File: config.mk
export PLATFORM = sky130hd
export DESIGN_NAME = rob
export DESIGN_NICKNAME = d
export VERILOG_FILES = /design/src/rtl/rob.sv
export SDC_FILE = /design/constraint.sdc
export NUM_CORES = 1
export LEC_CHECK = 0
export CORE_MARGIN = 3
export CORE_UTILIZATION = 41
export CTS_CLUSTER_DIAMETER = 30
export DETAILED_ROUTE_END_ITERATION = 8
export HOLD_SLACK_MARGIN = 0.05
export PLACE_DENSITY = 0.55
export SLEW_MARGIN = 20
export SYNTH_ARGS = -nofsm -noshare
export SYNTH_HDL_FRONTEND = slang
export SYNTH_SLANG_ARGS = --single-unit
File: constraint.sdc
create_clock -name clk -period 7.2 [get_ports clk]
set_input_delay 1.08 -clock clk [delete_from_list [all_inputs] [get_ports clk]]
set_output_delay 1.08 -clock clk [all_outputs]
set_load 0.05 [all_outputs]
File: src/rtl/rob.sv
// Reorder buffer: in-order allocate, CDB writeback with operand bypass,
// and in-order commit to the architectural register file.
module rob #(
    parameter int ROB_DEPTH = 16,
    parameter int ROB_PTR_W = $clog2(ROB_DEPTH),
    parameter int DATA_W    = 32
) (
    input  logic                 clk,
    input  logic                 rst,
    input  logic                 flush,
    input  logic                 alloc_valid,
    output logic                 alloc_ready,
    input  logic [4:0]           alloc_rd_addr,
    output logic [ROB_PTR_W-1:0] alloc_rob_id,
    input  logic                 cdb_valid,
    input  logic [ROB_PTR_W-1:0] cdb_rob_id,
    input  logic [DATA_W-1:0]    cdb_data,
    input  logic [ROB_PTR_W-1:0] rs1_rob_id,
    input  logic [ROB_PTR_W-1:0] rs2_rob_id,
    output logic                 rs1_ready,
    output logic                 rs2_ready,
    output logic [DATA_W-1:0]    rs1_data,
    output logic [DATA_W-1:0]    rs2_data,
    output logic                 commit,
    output logic [ROB_PTR_W-1:0] commit_rob_id,
    output logic [4:0]           commit_rd_addr,
    output logic [DATA_W-1:0]    commit_data
);

    typedef logic [ROB_PTR_W-1:0] idx_t;
    typedef logic [ROB_PTR_W:0]   ptr_t;

    localparam ptr_t PTR_ONE = ptr_t'(1);

    // Pointers carry an extra wrap bit to tell full from empty.
    ptr_t                 head;
    ptr_t                 tail;
    logic [ROB_DEPTH-1:0] valid;
    logic [ROB_DEPTH-1:0] done;
    logic [4:0]           rd_q   [ROB_DEPTH];
    logic [DATA_W-1:0]    data_q [ROB_DEPTH];

    idx_t head_idx;
    idx_t tail_idx;
    logic full;
    logic alloc_fire;
    logic cdb_hit;
    logic rs1_byp;
    logic rs2_byp;

    assign head_idx = head[ROB_PTR_W-1:0];
    assign tail_idx = tail[ROB_PTR_W-1:0];

    // Full when indices match but the wrap bits differ.
    assign full = (head_idx == tail_idx) &&
                  (head[ROB_PTR_W] != tail[ROB_PTR_W]);

    assign alloc_ready  = !full;
    assign alloc_rob_id = tail_idx;
    assign alloc_fire   = alloc_valid && !full;

    // Results aimed at squashed or retired slots are dropped.
    assign cdb_hit = cdb_valid && valid[cdb_rob_id];

    assign rs1_byp = cdb_hit && (cdb_rob_id == rs1_rob_id);
    assign rs2_byp = cdb_hit && (cdb_rob_id == rs2_rob_id);

    assign rs1_ready = (valid[rs1_rob_id] && done[rs1_rob_id]) || rs1_byp;
    assign rs2_ready = (valid[rs2_rob_id] && done[rs2_rob_id]) || rs2_byp;
    assign rs1_data  = rs1_byp ? cdb_data : data_q[rs1_rob_id];
    assign rs2_data  = rs2_byp ? cdb_data : data_q[rs2_rob_id];

    // Retirement looks only at registered state; no CDB shortcut.
    assign commit = valid[head_idx] && done[head_idx] && !flush;

    assign commit_rob_id  = head_idx;
    assign commit_rd_addr = rd_q[head_idx];
    assign commit_data    = data_q[head_idx];

    // Control state: pointers and per-entry valid/done flags.
    always_ff @(posedge clk) begin
        if (rst || flush) begin
            head  <= '0;
            tail  <= '0;
            valid <= '0;
            done  <= '0;
        end else begin
            if (cdb_hit) begin
                done[cdb_rob_id] <= 1'b1;
            end
            if (alloc_fire) begin
                valid[tail_idx] <= 1'b1;
                done[tail_idx]  <= 1'b0;
                tail            <= tail + PTR_ONE;
            end
            if (commit) begin
                valid[head_idx] <= 1'b0;
                head            <= head + PTR_ONE;
            end
        end
    end

    // Payload storage: destination and result, left unreset.
    always_ff @(posedge clk) begin
        if (!rst && !flush) begin
            if (alloc_fire) begin
                rd_q[tail_idx] <= alloc_rd_addr;
            end
            if (cdb_hit) begin
                data_q[cdb_rob_id] <= cdb_data;
            end
        end
    end

endmodule
== Yosys cells after proc, flatten, opt, wreduce, memory -nomap -nowiden ==
Memory sizes are Yosys's and may differ from the RTL's. A register that Yosys moved wholly into a read port is not among the register bits.
Cells that the tools add are included.
Cells by class
  add/sub/neg operators: 2
  multiply operators: 0
  div/mod/pow operators: 0
  $lt $le $gt $ge: 8
  equality and inequality tests: 4
  shift operators: 0
  mux-type cells: 38
  bitwise operators: 6
  reduce and logical (&&, ||, !) cells: 19
Operator list (count)
  $mux W16: 6
  $mux W32: 2
  $and A16 B16 Y16: 2
  $not A16 Y16: 2
  $or A16 B16 Y16: 2
  $bmux W1 S4: 7
  $lt A4 B5 Y1 const B: 5
  $mux W1: 16
  $mux W4: 4
  $logic_and A1 B1 Y1: 13
  $demux W1 S4: 3
  $eq A4 B4 Y1: 3
  $ge A4 B1 Y1 const B: 3
  $add A5 B1 Y5 const B: 2
  $logic_not A1 Y1: 3
  $logic_or A1 B1 Y1: 3
  $ne A1 B1 Y1: 1
Word-level totals
  register bits after elaboration: 42
  bits in latches: 0
  memory bits (writable): 592
  ROM bits: 0
  bits of input ports: 54
  output and inout port bits: 113
  logic and storage cells: 83
  memories: 2
Memory list
  data_q: depth 16, width 32, read ports 3, clocked after Yosys merged registers in 1, write ports 1, RTL line 41  | logic [DATA_W-1:0] data_q [ROB_DEPTH];
  rd_q: depth 16, width 5, read ports 1, clocked after Yosys merged registers in 1, write ports 1, RTL line 40  | logic [4:0] rd_q [ROB_DEPTH];

== Logic depth before layout (Yosys ltp) ==
Gate-level depths: netlist (run 1).
  word-level depth: 9
  gate-level depth with buffers: 10
  depth with buffers taken out: 6

== Worst setup path after synthesis (run 1) ==
No wires, ideal clock.
  path kind: input -> output
  start: input port rs2_rob_id[0]
  end: output port rs2_data[0]
  arrival time: 3140 ps
  required time: 6120 ps
  slack: 2980 ps
  stages: 5
  buffers on the path: 2
  cells stage by stage: clkbuf_1 -> buf_1 -> mux4_2 -> mux4_2 -> mux2_2
Between the ends
  longest elaborated chain between the ends: 3
  elaborated cells on any way between the ends: 4
  those cells by class: eq/ne: 1; mux: 1; reduce/logical: 1; memory: 1
Ends and longest elaborated chain
  start: declaration: RTL line 19  | input logic [ROB_PTR_W-1:0] rs2_rob_id,
  parallel branches: the longest is 2 deep, another holds $mem_v2 Z16 W32
  $mux W32 *: RTL line 71  | assign rs2_data = rs2_byp ? cdb_data : data_q[rs2_rob_id];
  end: declaration: RTL line 23  | output logic [DATA_W-1:0] rs2_data,
Mark *: on every way between the ends.

== Worst setup path in the final report (run 1) ==
  start: input port cdb_rob_id[0]
  end: output port rs2_data[14]
Between the ends
  longest elaborated chain between the ends: 5
  elaborated cells on any way between the ends: 6
  those cells by class: eq/ne: 1; mux: 3; reduce/logical: 2
Ends and longest elaborated chain
  start: declaration: RTL line 16  | input logic [ROB_PTR_W-1:0] cdb_rob_id,
  $bmux W1 S4: RTL line 63  | assign cdb_hit = cdb_valid && valid[cdb_rob_id];
  $mux W1 (not written as such): RTL line 63
  $logic_and A1 B1 Y1: RTL line 63
  $logic_and A1 B1 Y1 *: RTL line 66  | assign rs2_byp = cdb_hit && (cdb_rob_id == rs2_rob_id);
  $mux W32 *: RTL line 71
Mark *: on every way between the ends. The rest lies on a longest branch, timed or not. The select of a mux whose other input is x is not followed.

==> flow_metrics.py, run 1 <==
metrics = {
    "clock_network": {
        "clockBufferDepth": 3,
        "cts_root_buffer": "clkbuf_16",
        "insertion_delay_ns": 0.72,
        "htree_num_levels": 4,
        "tritoncts": "yes",
        "post_cts_hold_buffer_count": 0,
        "cts_num_sinks": 638,
        "post-cts-setup-buffer-count": 0,
        "ctsResizeCount": 0,
        "numCtsBuffers": 155,
        "clk_transition_reported_paths_ns": 0.05,
    },
    "timing": {
        "min_period_ns": 5.95,
        "report.final.hold_viol_count": 0,
        "hold_slack_ns": 0.498,
        "setup_tns_after_final_layout_ns": 0,
        "worst_clock_skew_ns": 0.0445,
        "worst_slew_margin_rel_pct": 27.7,
        "finalSetupViolCount": 0,
        "worst-slew-pin-transition_ns": 1.08,
        "layout_setup_ws_ns": 1.25,
        "grt_setup_unrepaired": "no",
        "layout_worst_path_cycle_share_pct": 82.6,
        "number_of_max_slew_violations_in_the_final_report": 0,
        "maximum_achievable_frequency_mhz": 168,
    },
    "global_routing": {
        "pin_count_of_the_biggest_net_entering_global_routing": 109,
        "antenna_violations_before_repair": 2,
        "grt_pass1_vias": 21000,
        "track_usage_pct": 23.9,
        "grt.overflow.total": 0,
        "grt_first_pass_wirelength_mm": 146,
    },
    "routing": {
        "detailroute.via_count": 19300,
        "drt-initial-drc-count": 1814,
        "drc": 0,
        "drtAntennaViolNets": 0,
        "drt_wl_total_mm": 99.5,
        "wire_per_inst_um": 32.6,
        "first_pass_iters": 5,
        "route.detailed.vias_per_inst": 6.31,
    },
    "critical_path": {
        "worstPathBufferInverterCount": 3,
        "timing.critical_path.slowest_stage_cell": "clkdlybuf4s50_1",
        "cp-end-kind": "primary output",
        "req_time_crit_path_ns": 6.12,
        "arrival_time_of_data_at_the_critical_path_endpoint_ns": 4.87,
        "critPathLaunch": "cdb_rob_id[0]",
        "worst_r2r_startpoint": "valid[0]",
        "setup.worst_path.class": "in -> out",
        "crit_chain": "clkdlybuf4s50_1 -> mux4_2 -> mux2i_1 -> o22ai_4 -> nand2_2 -> buf_12 -> mux2_2 -> clkdlybuf4s50_1",
        "worst_path_largest_cell_delay_ns": 0.87,
        "cp_num_cells": 8,
        "critical_path.startpoint_type": "primary input",
        "cpLargestDelayFamily": "buffers and inverters",
        "worstRegToRegCells": 6,
        "critical-path-top-cell-by-count": "clkdlybuf4s50_1",
        "crit_path_max_fanout": 24,
    },
    "die": {
        "placeable_core_region_um2": 80700,
        "die_width_um": 292,
        "initial_utilization_pct": 41.5,
        "floorplan.die.height_um": 292,
        "design.portCount": 167,
        "dieArea_um2": 85100,
        "rows": 104,
    },
    "final_layout": {
        "fin_util_pct": 51.5,
        "num-nets-final": 1921,
        "layout-area-overhead-vs-synth_pct": 24.0,
        "nFillCells": 6443,
        "layout_cells_sized_above_1_pct": 45.9,
    },
    "power_and_ir_drop": {
        "ir_drop_uv": 187,
        "static-leakage-power_nw": 12.9,
        "power_density_nw_per_um2": 274,
        "report.power.total_mw": 11.4,
    },
    "synthesis": {
        "synth_top_cell_area_share_pct": 53.1,
        "ys_seq_elements": 638,
        "synthesis.area_per_instance_um2": 20.5,
        "syn-instance-count": 1630,
        "post_synth_num_cell_types": 43,
        "mappedNetlistArea_um2": 33500,
        "seq_area_frac_synth_pct": 55.8,
        "synth_enable_flop_cells": 592,
        "async_flop_share_pct": 0,
        "synthTopCellsByArea": "edfxtp_1 (53%), mux4_2 (35%), dfxtp_1 (2.8%), mux2_2 (2.2%), clkbuf_1 (0.72%)",
        "ys.flop_type": "edfxtp_1",
        "ys.warnings.count": 0,
        "syn-num-nets": 1692,
        "synthDominantAreaCellType": "edfxtp_1",
    },
    "hold_path": {
        "worst_min_path_start": "done[7]",
        "min_path_cells": 2,
        "hold_class": "reg -> reg",
    },
    "placed_design": {
        "finalWeightedCongestion": 0.836,
        "port_buffers": 166,
        "dp_worst_setup_slack_ns": 1.26,
        "post-dp-hpwl_mm": 58.5,
    },
    "status": {
        "run_status": "complete, no violations",
    },
    "run": {
        "cap_violations": 0,
    },
}
[sequential cells by signal, indices dropped and copies added (netlist names), named ones only]
name,cells
rd_q,80
data_q,512
done,16
head,5
tail,5
valid,16
[cell families after synthesis]
logic type      count (synthesis)  share of synthesized area (%)
flops                         638                           55.8
compound gates                 66                           1.20
simple gates                  149                           2.02
fa+ha+maj                       8                          0.299
mux                           596                           37.7
xor+xnor                       19                          0.497
buf+inv                       154                           2.42
[worst reg2reg max path, stage by stage (launching register included)]
cell and delay (ns):
dfxtp_1 0.41, mux4_2 0.26, mux2i_1 0.13, o22ai_4 0.34, nand3_1 0.54, nor2_4 0.90, buf_4 0.49
[layout make-up]
type / count / area (µm²) / area share (%)
Clock buffer: 183 / 3980 / 9.60
Multi-Input combinational cell: 838 / 14100 / 34.0
Inverter: 5 / 18.8 / 0.0452
Timing Repair Buffer: 221 / 2280 / 5.49
Tap cell: 1060 / 1330 / 3.19
Sequential cell: 638 / 18700 / 45.1
Clock inverter: 104 / 1100 / 2.65
Antenna cell: 1 / 2.50 / 0.00603
[Yosys cell counts, drive strengths merged, types with 6 or more instances]
master and number:
clkbuf 64, a21oi 22, and2 7, o211ai 6
nor2 60, buf 85, edfxtp 592, nor3 20
xor2 11, mux4 525, nand3 8, mux2i 6
nand2 33, o21ai 19, ha 8, dfxtp 46
a31oi 6, mux2 65, xnor2 8
[cell usage in the layout, fill, tap and decap left out, types with 6 or more instances in the layout]
cell | netlist | final
nor3_1 | 20 | 20
mux4_2 | 525 | 525
clkbuf_1 | 64 | 28
buf_4 | 26 | 43
edfxtp_1 | 592 | 592
xnor2_1 | 8 | 8
o211ai_1 | 6 | 6
xor2_1 | 11 | 11
nand2_1 | 31 | 31
clkdlybuf4s50_1 | 0 | 158
nor2_4 | 0 | 16
clkinv_2 | 0 | 23
buf_12 | 0 | 10
o21ai_0 | 17 | 17
ha_1 | 8 | 8
bufinv_16 | 0 | 10
mux2_2 | 65 | 65
nand3_1 | 8 | 8
clkinvlp_4 | 0 | 21
and2_1 | 6 | 6
dfxtp_1 | 46 | 42
a21oi_1 | 22 | 22
clkbuf_16 | 0 | 155
a31oi_1 | 6 | 6
clkinv_16 | 0 | 7
clkinv_1 | 0 | 28
nor2_1 | 60 | 44
[layer usage]
| layer | up-vias | GRT usage (%) | routed length [µm] |
|---|---|---|---|
| met3 | 185 | 5.61 | 7230 |
| met2 | 876 | 39.1 | 49700 |
| met5 | - | 0 | 11 |
| met1 | 10400 | 31.6 | 39700 |
| li1 | 7771 | - | - |
| met4 | 2 | 8.22 | 2930 |
[stage by stage]
step / std cells / instance area (µm²)
after global routing: 3049 / 41500
final: 3050 / 41500
after global placement: 2757 / 36300
after floorplan: 1630 / 33500
after CTS: 3049 / 41500
after detailed placement: 2762 / 36400
[final timing paths]
check                        to  slack [ns]
setup / recovery   rs2_data[14]        1.25
setup reg to reg  data_q[7][14]        3.74
hold / removal          done[7]        0.50
hold reg to reg         done[7]        0.50
[report_power, final]
part           switching, mW  internal, mW
clock network           2.24          4.34
logic                  0.431         0.311
registers            0.00178          4.06
Note: power is estimated with default switching activity, not from simulation.
==> run 2, diff against run 1 <==
- clock period: 7.2 -> 6 ns (I/O delays scaled with it)
==> flow_metrics.py, run 2 (synthesized netlist as in run 1, its figures left out) <==
metrics = {
    "status": {
        "run_status": "complete, no violations",
    },
    "critical_path": {
        "crit_chain": "clkdlybuf4s50_1 -> mux4_2 -> mux2i_1 -> o22ai_4 -> nand2_2 -> buf_12 -> mux2_2 -> buf_12",
        "worst_r2r_startpoint": "valid[3]",
        "critical_path_destination": "rs1_data[23]",
        "setup.reg_to_reg.worst_slack_ns": 2.86,
        "arrival_time_of_data_at_the_critical_path_endpoint_ns": 4.18,
        "cpLargestDelayFamily": "multiplexers",
        "critical_path.startpoint_type": "primary input",
        "worstRegToRegCells": 6,
        "timing.critical_path.slowest_stage_cell": "clkdlybuf4s50_1",
        "worstPathBufferInverterCount": 3,
        "critPathLaunch": "cdb_rob_id[0]",
        "worst_path_largest_cell_delay_ns": 0.87,
        "critical-path-top-cell-by-count": "buf_12",
        "crit-reg2reg-capture": "data_q[11][30]",
        "cp-end-kind": "primary output",
        "cp_num_cells": 8,
        "setup.worst_path.class": "in -> out",
        "req_time_crit_path_ns": 5.10,
        "crit_path_max_fanout": 24,
    },
    "final_layout": {
        "largest-register": "data_q",
        "largest_reg_flops": 512,
        "layout_cells_sized_above_1_pct": 49.9,
        "fin_util_pct": 52.2,
        "layout_common_cells": "edfxtp_1 (592), mux4_2 (525), clkbuf_16 (154)",
        "layout-area-overhead-vs-synth_pct": 25.8,
        "num-nets-final": 1913,
        "mostFrequentLayoutCell": "edfxtp_1",
        "layoutNonFillerInstCount": 3036,
        "reg.largest.list": "data_q: 512 flops, rd_q: 80 flops",
        "final_design_instance_area_without_fill_um2": 42100,
        "nFillCells": 6311,
    },
    "timing": {
        "maximum_achievable_frequency_mhz": 197,
        "number_of_max_slew_violations_in_the_final_report": 0,
        "finalSetupViolCount": 0,
        "min_period_ns": 5.08,
        "report.final.hold_viol_count": 0,
        "worst_clock_skew_ns": 0.0268,
        "layout_worst_path_cycle_share_pct": 84.7,
        "setup_tns_after_final_layout_ns": 0,
        "layout_setup_ws_ns": 0.918,
        "worst-slew-pin-transition_ns": 1.03,
        "grt_setup_unrepaired": "no",
        "worst_slew_margin_rel_pct": 31.3,
    },
    "routing": {
        "first_pass_iters": 5,
        "drtAntennaViolNets": 0,
        "drc": 0,
        "drt-initial-drc-count": 1746,
        "route.detailed.vias_per_inst": 6.31,
        "wire_per_inst_um": 32.6,
        "detailroute.via_count": 19200,
        "drt_wl_total_mm": 99.0,
    },
    "clock_network": {
        "ctsResizeCount": 0,
        "tritoncts": "yes",
        "clockBufferDepth": 3,
        "post_cts_hold_buffer_count": 0,
        "htree_num_levels": 4,
        "numCtsBuffers": 149,
        "cts_root_buffer": "clkbuf_16",
        "clk_transition_reported_paths_ns": 0.04,
        "insertion_delay_ns": 0.71,
        "post-cts-setup-buffer-count": 0,
        "cts_num_sinks": 638,
    },
    "global_routing": {
        "pin_count_of_the_biggest_net_entering_global_routing": 63,
        "grt_util_met2_pct": 39.1,
        "grtUsageMet3_pct": 5.05,
        "grt_pass1_vias": 21000,
        "globalRouteMet1Util_pct": 30.9,
        "gr-max-usage-layer": "met2",
        "track_usage_pct": 23.6,
        "antenna_violations_before_repair": 2,
        "grt.overflow.total": 0,
        "grt_first_pass_wirelength_mm": 145,
    },
    "placed_design": {
        "dp_worst_setup_slack_ns": 0.897,
        "post-dp-hpwl_mm": 56.7,
        "port_buffers": 166,
        "place_area_um2": 37100,
        "place.detailed.instances": 2760,
        "finalWeightedCongestion": 0.848,
    },
    "run": {
        "cap_violations": 0,
    },
    "die": {
        "dieArea_um2": 85100,
        "rows": 104,
        "floorplan.die.height_um": 292,
        "initial_utilization_pct": 41.5,
        "die_width_um": 292,
        "design.portCount": 167,
        "placeable_core_region_um2": 80700,
    },
    "power_and_ir_drop": {
        "ir_drop_uv": 215,
        "static-leakage-power_nw": 13.2,
        "power_density_nw_per_um2": 329,
    },
    "hold_path": {
        "hold_class": "reg -> reg",
    },
}
==> run 2: changes by cell type in the layout (fill, tap and decap cells not counted), sizes merged <==
cell / delta
clkinv: -16
clkbuf: -9
buf: +64
diode: +1
clkinvlp: -4
inv: +9
bufinv: +7
clkdlybuf4s50: -66
==> run 2: routing by layer <==
metal | up-vias | part of all wire (%)
li1 | 7744 | -
met1 | 10400 | 40
met2 | 840 | 50
met3 | 203 | 6.7
met4 | 2 | 3.3
met5 | - | 0.017
==> run 2: worst min path at each step <==
stage | start | endpoint | slack [ns] | depth (start not counted)
global placement | done[7] | done[7] | 0.46 | 2
global route | done[7] | done[7] | 0.50 | 2
detailed placement | done[7] | done[7] | 0.47 | 2
finish | done[7] | done[7] | 0.49 | 2
CTS | done[7] | done[7] | 0.48 | 2
floorplan | done[7] | done[7] | 0.44 | 2
==> run 2: stage by stage <==
| step | hold WS [ns] | power, mW |
|---|---|---|
| finish | 0.485 | 13.8 |
| global route | 0.501 | 14.3 |
| CTS | 0.484 | 14.0 |
| detailed placement | 0.470 | 5.97 |
| global placement | 0.464 | 5.97 |
| floorplan | 0.438 | 5.53 |
==> run 2: worst reg2reg max path: stages, from the launching register on <==
cell     delay, ns
dfxtp_1       0.40
mux4_2        0.26
mux2i_1       0.14
o22ai_4       0.34
nand3_1       0.47
nor2_4        0.90
buf_12        0.30
==> run 2: layout make-up <==
| type | instances | area (µm²) | area share, % |
|---|---|---|---|
| Multi-Input combinational cell | 838 | 14100 | 33.5 |
| Sequential cell | 638 | 18700 | 44.4 |
| Tap cell | 1060 | 1330 | 3.15 |
| Inverter | 5 | 18.8 | 0.0446 |
| Antenna cell | 2 | 5.00 | 0.0119 |
| Timing Repair Buffer | 219 | 2960 | 7.02 |
| Clock inverter | 100 | 1060 | 2.52 |
| Clock buffer | 174 | 3960 | 9.40 |
==> run 2: where the power goes <==
group / leakage [nW] / internal (mW) / switching (mW) / total (mW)
logic: 5.11 / 0.471 / 0.541 / 1.01
registers: 5.69 / 4.87 / 0.00197 / 4.88
clock network: 2.42 / 5.43 / 2.53 / 7.96
